`src/rtl/sort_seq_ctrl.sv`:
```
// Sequential odd-even transposition sorter driving an external registered compare-swap unit.
// Define SORT_DESCENDING_EN to emit the largest element first.
module sort_seq_ctrl #(
    parameter int SIZE_DATA = 8,
    parameter int NUM_ELEM  = 8
) (
    input  logic                 i_clk,
    input  logic                 i_rst,
    input  logic                 i_valid,
    input  logic [SIZE_DATA-1:0] i_data,
    output logic                 o_ready,
    output logic                 o_valid,
    output logic [SIZE_DATA-1:0] o_data,
    input  logic                 i_ready,
    output logic [SIZE_DATA-1:0] o_cmp_data_1,
    output logic [SIZE_DATA-1:0] o_cmp_data_2,
    input  logic [SIZE_DATA-1:0] i_cmp_less,
    input  logic [SIZE_DATA-1:0] i_cmp_greater,
    output logic                 o_busy,
    output logic                 o_done
);

    localparam int IW = $clog2(NUM_ELEM);
    localparam logic [IW-1:0] LAST      = IW'(NUM_ELEM - 1);
    localparam logic [IW-1:0] LAST_EVEN = IW'(NUM_ELEM - 2);
    localparam logic [IW-1:0] LAST_ODD  = IW'(NUM_ELEM - 3);

    typedef enum logic [2:0] {
        S_IDLE,
        S_LOAD,
        S_SORT,
        S_DRAIN,
        S_UNLOAD
    } state_t;

    state_t state, state_n;

    logic [SIZE_DATA-1:0] mem [NUM_ELEM];
    logic [IW-1:0] idx, j, j1, phase, k, wb_idx, wb_idx1;
    logic wb_en, done_q;
    logic in_xfer, out_xfer, last_pair;
    logic [SIZE_DATA-1:0] wb_lo, wb_hi;

    assign j1      = j + IW'(1);
    assign wb_idx1 = wb_idx + IW'(1);

`ifdef SORT_DESCENDING_EN
    assign wb_lo = i_cmp_greater;
    assign wb_hi = i_cmp_less;
`else
    assign wb_lo = i_cmp_less;
    assign wb_hi = i_cmp_greater;
`endif

    always_comb begin
        state_n      = state;
        o_ready      = 1'b0;
        o_valid      = 1'b0;
        o_data       = '0;
        o_cmp_data_1 = '0;
        o_cmp_data_2 = '0;
        in_xfer      = 1'b0;
        out_xfer     = 1'b0;
        last_pair    = (j == (phase[0] ? LAST_ODD : LAST_EVEN));
        unique case (state)
            S_IDLE: begin
                o_ready = 1'b1;
                in_xfer = i_valid;
                if (i_valid) state_n = S_LOAD;
            end
            S_LOAD: begin
                o_ready = 1'b1;
                in_xfer = i_valid;
                if (i_valid && idx == LAST) state_n = S_SORT;
            end
            S_SORT: begin
                o_cmp_data_1 = mem[j];
                o_cmp_data_2 = mem[j1];
                if (last_pair) state_n = S_DRAIN;
            end
            S_DRAIN: begin
                state_n = (phase == LAST) ? S_UNLOAD : S_SORT;
            end
            S_UNLOAD: begin
                o_valid  = 1'b1;
                o_data   = mem[k];
                out_xfer = i_ready;
                if (i_ready && k == LAST) state_n = S_IDLE;
            end
            default: state_n = S_IDLE;
        endcase
        o_busy = (state != S_IDLE);
        o_done = done_q;
    end

    always_ff @(posedge i_clk) begin
        if (i_rst) begin
            state  <= S_IDLE;
            idx    <= '0;
            j      <= '0;
            phase  <= '0;
            k      <= '0;
            wb_idx <= '0;
            wb_en  <= 1'b0;
            done_q <= 1'b0;
            for (int i = 0; i < NUM_ELEM; i++) mem[i] <= '0;
        end else begin
            state  <= state_n;
            wb_en  <= (state == S_SORT);
            wb_idx <= j;
            done_q <= (state == S_UNLOAD) && (state_n == S_IDLE);
            // compare results land one cycle after issue
            if (wb_en) begin
                mem[wb_idx]  <= wb_lo;
                mem[wb_idx1] <= wb_hi;
            end
            if (in_xfer) begin
                mem[idx] <= i_data;
                idx      <= (idx == LAST) ? '0 : idx + IW'(1);
            end
            if (out_xfer) begin
                k <= (k == LAST) ? '0 : k + IW'(1);
            end
            if (state == S_SORT && !last_pair) begin
                j <= j + IW'(2);
            end
            if (state == S_DRAIN) begin
                if (phase == LAST) begin
                    phase <= '0;
                    j     <= '0;
                end else begin
                    phase <= phase + IW'(1);
                    j     <= phase[0] ? '0 : IW'(1);
                end
            end
        end
    end

endmodule

```
`config.mk`:
```
export PLATFORM = sky130hd
export DESIGN_NAME = sort_seq_ctrl
export DESIGN_NICKNAME = d
export VERILOG_FILES = /design/src/rtl/sort_seq_ctrl.sv
export SDC_FILE = /design/constraint.sdc
export NUM_CORES = 1
export LEC_CHECK = 0
export ABC_AREA = 1
export CORE_ASPECT_RATIO = 1.5
export CORE_UTILIZATION = 55
export DETAILED_ROUTE_END_ITERATION = 16
export GPL_ROUTABILITY_DRIVEN = 1
export PLACE_DENSITY = 0.83
export SLEW_MARGIN = 10
export SYNTH_ARGS = -nofsm -noshare
export SYNTH_HDL_FRONTEND = slang
export SYNTH_SLANG_ARGS = --single-unit
```
`constraint.sdc`:
```
create_clock -name i_clk -period 4.65 [get_ports i_clk]
set_input_delay 0.93 -clock i_clk [delete_from_list [all_inputs] [get_ports i_clk]]
set_output_delay 0.93 -clock i_clk [all_outputs]
set_load 0.02 [all_outputs]
```
Yosys cells after proc, flatten, opt, wreduce, memory -nomap -nowiden:

Memory sizes are Yosys's and may differ from the RTL's. A register that Yosys moved wholly into a read port is not among the register bits.
Index checks and enable logic that the tools add are counted.

* register bits after elaboration: 20
* latch bits: 0
* bits in writable memories: 64
* bits in read-only memories: 0
* output and inout bits: 28
* memories: 1

* $add $sub $neg: 6
* multiply operators: 0
* divide/modulo/power cells: 0
* order comparisons: 0
* eq/ne operators: 8
* shifts and indexed selects: 0
* multiplexer cells: 42
* bitwise gates (word level): 0
* reduce and logical (&&, ||, !) cells: 13

Memory list
* mem: words 8, width 8, read ports 3, clocked after Yosys merged registers in 2, write ports 8, RTL line 38 `logic [SIZE_DATA-1:0] mem [NUM_ELEM];`

Operators by type and width (number)
* 2-to-1 mux 3 bit: 17
* 2-to-1 mux 8 bit: 6
* OR reduction 8 bit: 3
* 2-to-1 mux 1 bit: 17
* adder 3 x 1 -> 3 bit (second input constant): 5
* case mux 3 bit (5 select lines): 1
* == test 3 bit (second input constant): 4
* == test 3 x 2 -> 1 bit (second input constant): 2
* logical NOT 3 bit: 2
* logical AND 1 bit: 4
* adder 3 x 2 -> 3 bit (second input constant): 1
* == test 3 x 1 -> 1 bit (second input constant): 1
* == test 3 bit: 1
* nonzero test 3 bit: 1
* 2-to-1 mux 2 bit: 1
* nonzero test 2 bit: 1
* OR reduction 2 bit: 1
* logical NOT 1 bit: 1

Longest topological paths before layout:

Gate-level depths: netlist of run 1.

* word-level depth: 8
* gate-level depth with buffers: 9
* mapped depth without buffers: 8

Worst setup path after synthesis of run 1:

OpenSTA, ideal clock, no wires.

* path kind: flip-flop to output port
* start: reg j[1]
* end: out o_cmp_data_2[4]
* arrival: 1615 ps
* required time: 3720 ps
* slack: 2105 ps
* cell stages (with the launch flop): 9
* path buffers: 2
* cell sequence: dfxtp_1 > ha_1 > buf_2 > inv_1 > buf_2 > o211ai_1 > nand3_1 > nand2_1 > nor2_1

* word-level cells in the longest chain between the ends: 3

Ends and longest elaborated chain
* start: declaration: RTL line 39 `logic [IW-1:0] idx, j, j1, phase, k, wb_idx, wb_idx1;`
* start signal: assignment: RTL line 125 `j <= j + IW'(2);`
* start signal: assignment: RTL line 133 `j <= phase[0] ? '0 : IW'(1);`
* adder 3 x 1 -> 3 bit: RTL line 44 `assign j1 = j + IW'(1);`
* memory read (8 x 8 bit)
* 2-to-1 mux 8 bit: RTL line 65 `unique case (state)`
* end: declaration: RTL line 16 `output logic [SIZE_DATA-1:0] o_cmp_data_2,`

No other way between the ends.

Worst setup path after layout of run 1:

* start: reg j[0]
* end: out o_cmp_data_2[7]

The elaborated chain is that of the path after synthesis.

==> impl_metrics.yaml, run 1 <==
clock_tree:
  cts.sinks: 90
  root_buffer: "clkbuf_16"
  cts_tree: "built"
  postCtsHoldBufs: 0
  clk_latency_ns: 0.34
  cts_resized: 0
  cts_max_level: 3
  cts_buffer_depth: 2
  cts_buffers: 9
  post_cts_buffers: 0
  clk_pin_slew_ns: 0.07
synthesis:
  syn_inst: 1080
  yosysWarnings: 0
  synth_area_leader_cell: "edfxtp_1"
  synth_nets: 1116
  synth_most_common_cell: "nand2_1"
  syn_area_per_cell_um2: 6.712
  synth_top_area_share: 0.2651
  postSynth.asyncResetShare: 0
  synth_common_cells: "373 x nand2_1, 202 x nand3_1, 72 x nor2_1"
  synth-seq-cells: 90
  synth_edf_count: 64
  synthesis.area_um2: 7249
  synthFlopType: "edfxtp_1"
  synth_cell_type_count: 34
  synthTopCellsByArea: "edfxtp_1 27%, nand2_1 19%, nand3_1 14%, dfxtp_1 7.2%, o211ai_1 5.8%"
  ys_seq_area_frac: 0.3369
routing:
  first_pass_iters: 6
  drt_wl_total_um: 23390
  drt_iter0_drc: 836
  vias: 7657
  post_drt_wl_per_cell_um: 18.75
  drc: 0
  via_per_inst: 6.140
  ant_nets: 0
critical_path:
  required_ns: 3.72
  reg2reg_from: "wb_idx[0]"
  r2r_end: "mem[1][1]"
  worstSetupEndpointType: "output pin"
  r2r_setup_slack_ns: 2.24
  startpoint_type: "flip-flop"
  cp_max_fo: 20
  cp-startpoint: "j[0]"
  critical_path_class: "flip-flop to output pin"
  arrival_ns: 3.12
  worstRegToRegCells: 4
status:
  status: "completed"
sta:
  maxSlewViolCount: 0
  finalSetupTns_ns: 0
  hold_viol: 0
  fin_skew_ns: 0.009005
  worst_slew_pin_slew_ns: 1.153
  rsz0062_at_grt: "false"
  maxSlewHeadroom: 0.2257
  setup_violations: 0
  post-route-period-util: 0.8705
  timing.fmax_mhz: 247.0
  fin_crit_ns: 4.048
cells_and_area:
  utilization: 0.6206
  drive_above_1_share: 0.06526
  num_antenna_cells: 0
  layoutNonFillerInstCount: 1247
  nets: 1119
  area_growth_pct: 10.34
global_routing:
  antenna_found_initial: 0
  track_usage: 0.3588
  overflow: 0
  grt_pass1_vias: 6719
  grt_first_pass_wirelength_um: 36550
  grt_max_degree: 65
hold_path:
  holdCritPathClass: "flip-flop to flip-flop"
  hold_start: "k[1]"
  hold-path-cell-count: 2
power:
  leakage_nw: 3.448
  power_density_nw_per_um2: 226.4
  peakVddDrop_mv: 0.1881
floorplan:
  rows: 51
  start_util: 0.5624
  core_um2: 12890
  io_pins: 56
  die_width_um: 95.74
  die_area_um2: 13650
  die_h_um: 142.6
placement:
  dp_cells: 1231
  hpwl_um: 17380
  gp_congestion: 0.9745
  numPortBuffers: 55
flow_run:
  maxCapViolations: 0
[layer usage]
| layer | vias up | global-route usage | part of all wire |
|---|---|---|---|
| met5 | - | 0 | 0 |
| met4 | 0 | 0.2412 | 0.078 |
| met3 | 114 | 0.06124 | 0.10 |
| met2 | 517 | 0.5571 | 0.46 |
| met1 | 3388 | 0.4510 | 0.36 |
| li1 | 3638 | - | - |
[worst max-delay path, cell delays in order (launching register included)]
cell and delay (ns):
dfxtp_1 0.73, ha_1 0.53, inv_1 0.46, o211ai_1 0.16
nand2_1 0.08, nor2_1 0.04, nor2_1 0.16, clkdlybuf4s50_1 0.61
[metrics by stage]
step | setup slack (ns) | power (mW) | hold slack, ns | area (um2)
final | 0.6022 | 1.811 | 0.4936 | 7999
after global routing | 0.3579 | 1.867 | 0.5246 | 7999
after CTS | 0.6492 | 1.808 | 0.4944 | 7999
after detailed placement | 1.024 | 1.108 | 0.4833 | 7705
after global placement | 1.075 | 1.105 | 0.4663 | 7705
after floorplan | 2.105 | 1.030 | 0.4573 | 7249
[cell usage in the layout (no fill, tap or decap), types with 2 or more instances in the layout]
| master | count |
|---|---|
| inv_2 | 3 |
| clkinv_4 | 9 |
| inv_8 | 2 |
| o21ai_0 | 47 |
| a21oi_1 | 44 |
| dfxtp_2 | 2 |
| nand2_1 | 373 |
| edfxtp_1 | 64 |
| nand4_1 | 2 |
| clkdlybuf4s50_1 | 55 |
| nand2_4 | 3 |
| nor2_1 | 72 |
| o211ai_1 | 56 |
| nand3_4 | 11 |
| inv_1 | 59 |
| ha_1 | 8 |
| clkinv_1 | 5 |
| nand3_2 | 5 |
| buf_4 | 9 |
| nor2_4 | 6 |
| clkbuf_16 | 9 |
| inv_4 | 3 |
| nand3_1 | 202 |
| dfxtp_1 | 24 |
| nor2_2 | 5 |
[worst max path at each step]
stage | depth (start not counted) | slack [ns] | to
3_3_place_gp | 7 | 1.07 | o_cmp_data_2[7]
5_1_grt | 7 | 0.36 | o_cmp_data_2[1]
6_report | 7 | 0.60 | o_cmp_data_2[7]
2_1_floorplan | 8 | 2.11 | o_cmp_data_2[4]
3_5_place_dp | 7 | 1.02 | o_cmp_data_2[7]
4_1_cts | 7 | 0.65 | o_cmp_data_2[7]
[cells by family after synthesis]
| kind of cell | share of synthesized area |
|---|---|
| XOR/XNOR | 0.001208 |
| flip-flops | 0.3369 |
| adder cells (fa/ha/maj) | 0.01381 |
| buffers and inverters | 0.09545 |
| AND/OR/NAND/NOR | 0.4287 |
| AO/OA/AOI/OAI | 0.1239 |
[sequential cells by signal, indices dropped and copies added (netlist names), named ones only]
register and cells:
wb_idx 3, mem 64, j 3, idx 3, state 3, k 3
o_done 1, phase 3, wb_en 1
[final cells by class]
type	count	area (um2)
fill	1198	4891
multi-input combinational	842	4115
sequential	90	2445
clock buffer	9	225.2
timing repair buffer	64	618.1
tap	159	198.9
clock inverter	7	68.82
inverter	76	327.8
[where the power goes]
part / switching, mW / total [mW] / leakage, nW / internal (mW)
registers: 0.0278 / 0.917 / 0.875 / 0.889
clock network: 0.334 / 0.712 / 0.147 / 0.378
logic: 0.130 / 0.183 / 2.43 / 0.0530
total: 0.492 / 1.81 / 3.45 / 1.32
Power figures use the tool's default switching activity.
==> run 2, diff against run 1 <==
--- a/config.mk
+++ b/config.mk
@@ -6,11 +6,13 @@
 export NUM_CORES = 1
 export LEC_CHECK = 0
 export ABC_AREA = 1
+export CELL_PAD_IN_SITES_DETAIL_PLACEMENT = 1
+export CELL_PAD_IN_SITES_GLOBAL_PLACEMENT = 1
 export CORE_ASPECT_RATIO = 1.5
-export CORE_UTILIZATION = 55
+export CORE_UTILIZATION = 46
 export DETAILED_ROUTE_END_ITERATION = 16
 export GPL_ROUTABILITY_DRIVEN = 1
-export PLACE_DENSITY = 0.83
+export PLACE_DENSITY = 0.93
 export SLEW_MARGIN = 10
 export SYNTH_ARGS = -nofsm -noshare
 export SYNTH_HDL_FRONTEND = slang
==> impl_metrics.yaml, run 2 (synthesis gave the netlist of run 1 again) <==
status:
  status: "completed"
placement:
  dp_cells: 1272
  hpwl_um: 20690
  numPortBuffers: 55
  gp_congestion: 0.9973
  place_area_um2: 7762
  place_ws_ns: 0.9528
sta:
  fin_ws_ns: 0.5256
  finalSetupTns_ns: 0
  rsz0062_at_grt: "false"
  maxSlewHeadroom: 0.1948
  worst_slew_pin_slew_ns: 1.199
  setup_violations: 0
  hold_viol: 0
  post-route-period-util: 0.8870
  fin_skew_ns: 0.01018
  timing.fmax_mhz: 242.5
  maxSlewViolCount: 0
  fin_crit_ns: 4.124
cells_and_area:
  num_antenna_cells: 0
  mostFrequentLayoutCell: "nand2_1"
  regMostFlops: "mem"
  n_fill_cell: 2055
  drive_above_1_share: 0.06612
  final_cell_area_um2: 8070
  nets: 1120
  mostFrequentLayoutCells: "373 x nand2_1, 202 x nand3_1, 72 x nor2_1, 64 x edfxtp_1, 59 x inv_1"
  largest_register_ff_count: 64
  area_growth_pct: 11.32
  layoutNonFillerInstCount: 1288
global_routing:
  track_usage: 0.3506
  top_usage_layer: "met2"
  met1_usage: 0.4280
  grt_pass1_vias: 7623
  antenna_found_initial: 0
  met2_usage: 0.5944
  overflow: 0
  grt_max_degree: 65
  gr-usage-met3: 0.03425
  grt_first_pass_wirelength_um: 43800
floorplan:
  die_h_um: 155.8
  io_pins: 56
  rows: 55
  core_um2: 15280
  die_width_um: 104.5
  die_area_um2: 16280
  start_util: 0.4745
critical_path:
  arrival_ns: 3.19
  r2r_setup_slack_ns: 2.16
  cp_max_fo: 20
  worstRegToRegCells: 4
  worstPathCellList: "ha_1 -> inv_1 -> o211ai_1 -> nand2_1 -> nor2_1 -> nor2_1 -> clkdlybuf4s50_1"
  path_common_cell: "nor2_1"
  critical_path_class: "flip-flop to output pin"
  r2r_end: "mem[1][6]"
  worstSetupEndpointType: "output pin"
  reg2reg_from: "wb_idx[0]"
  cp_slowest_stage_delay_ns: 0.78
  cp_slowest_cell: "dfxtp_1"
  startpoint_type: "flip-flop"
  required_ns: 3.72
clock_tree:
  cts_max_level: 3
  clk_latency_ns: 0.35
  cts.sinks: 90
  clk_pin_slew_ns: 0.08
  cts_buffer_depth: 2
  post_cts_buffers: 0
  root_buffer: "clkbuf_16"
  cts_tree: "built"
  cts_resized: 0
  postCtsHoldBufs: 0
  cts_buffers: 9
hold_path:
  holdCritPathClass: "flip-flop to flip-flop"
  hold_end: "k[1]"
  hold-path-cell-count: 2
  hold_start: "k[1]"
flow_run:
  maxCapViolations: 0
routing:
  drt_iter0_drc: 724
  first_pass_iters: 7
  via_per_inst: 6.109
  drc: 0
  post_drt_wl_per_cell_um: 21.69
  ant_nets: 0
  drt_wl_total_um: 27940
  vias: 7869
power:
  leakage_nw: 3.461
  power_density_nw_per_um2: 231.8
  peakVddDrop_mv: 0.1937
[run 2: cell count changes in the layout (fill, tap and decap cells not counted)]
cell / before / now
clkinv_8: 1 / 0
inv_8: 2 / 3
buf_4: 9 / 10
clkinv_4: 9 / 8
inv_6: 1 / 2
inv_4: 3 / 2
clkbuf_16: 9 / 10
[run 2: metrics by stage]
stage	hold WS, ns	utilization	power, mW
2_1_floorplan	0.4573	-	1.030
3_3_place_gp	0.4682	0.5081	1.108
3_5_place_dp	0.4910	0.5081	1.118
4_1_cts	0.5018	0.5283	1.862
5_1_grt	0.5312	0.5283	1.905
6_report	0.4968	0.5283	1.871
[run 2: how the worst max path moves through the flow]
| stage | slack (ns) | startpoint | to | cells after the start |
|---|---|---|---|---|
| detailed placement | 0.95 | j[0] | o_cmp_data_2[0] | 7 |
| global placement | 1.05 | j[0] | o_cmp_data_2[6] | 7 |
| finish | 0.53 | j[0] | o_cmp_data_2[0] | 7 |
| floorplan | 2.11 | j[1] | o_cmp_data_2[4] | 8 |
| CTS | 0.57 | j[0] | o_cmp_data_2[0] | 7 |
| global route | 0.32 | j[0] | o_cmp_data_2[5] | 7 |
[run 2: final cells by class]
type	instances	area (um2)	share of cell area
Multi-Input combinational cell	842	4115	0.5099
Sequential cell	90	2445	0.3029
Timing Repair Buffer	65	625.6	0.07752
Inverter	76	327.8	0.04062
Clock buffer	10	250.2	0.03101
Tap cell	199	249.0	0.03085
Clock inverter	6	57.56	0.007132
[run 2: power breakdown]
part           leakage, nW  internal (mW)  total, mW  switching [mW]
Clock                0.155          0.411      0.763           0.351
Combinational         2.43         0.0529      0.188           0.136
Sequential           0.875          0.889      0.920          0.0306
Total                 3.46           1.35       1.87           0.517
[run 2: critical path: cells and delay by family (launching register included)]
kind / cells / cell delay (ns)
DFF: 1 / 0.78
buffers and inverters: 2 / 1.06
and+or+nand+nor: 3 / 0.28
adders and majority gates: 1 / 0.55
AOI/OAI and AO/OA: 1 / 0.17
[run 2: per-layer routing]
layer,vias up,part of all wire,wire [um]
met3,121,0.058,1610
met4,0,0.066,1853
li1,3624,-,-
met5,-,0,0
met1,3727,0.39,11020
met2,397,0.48,13460
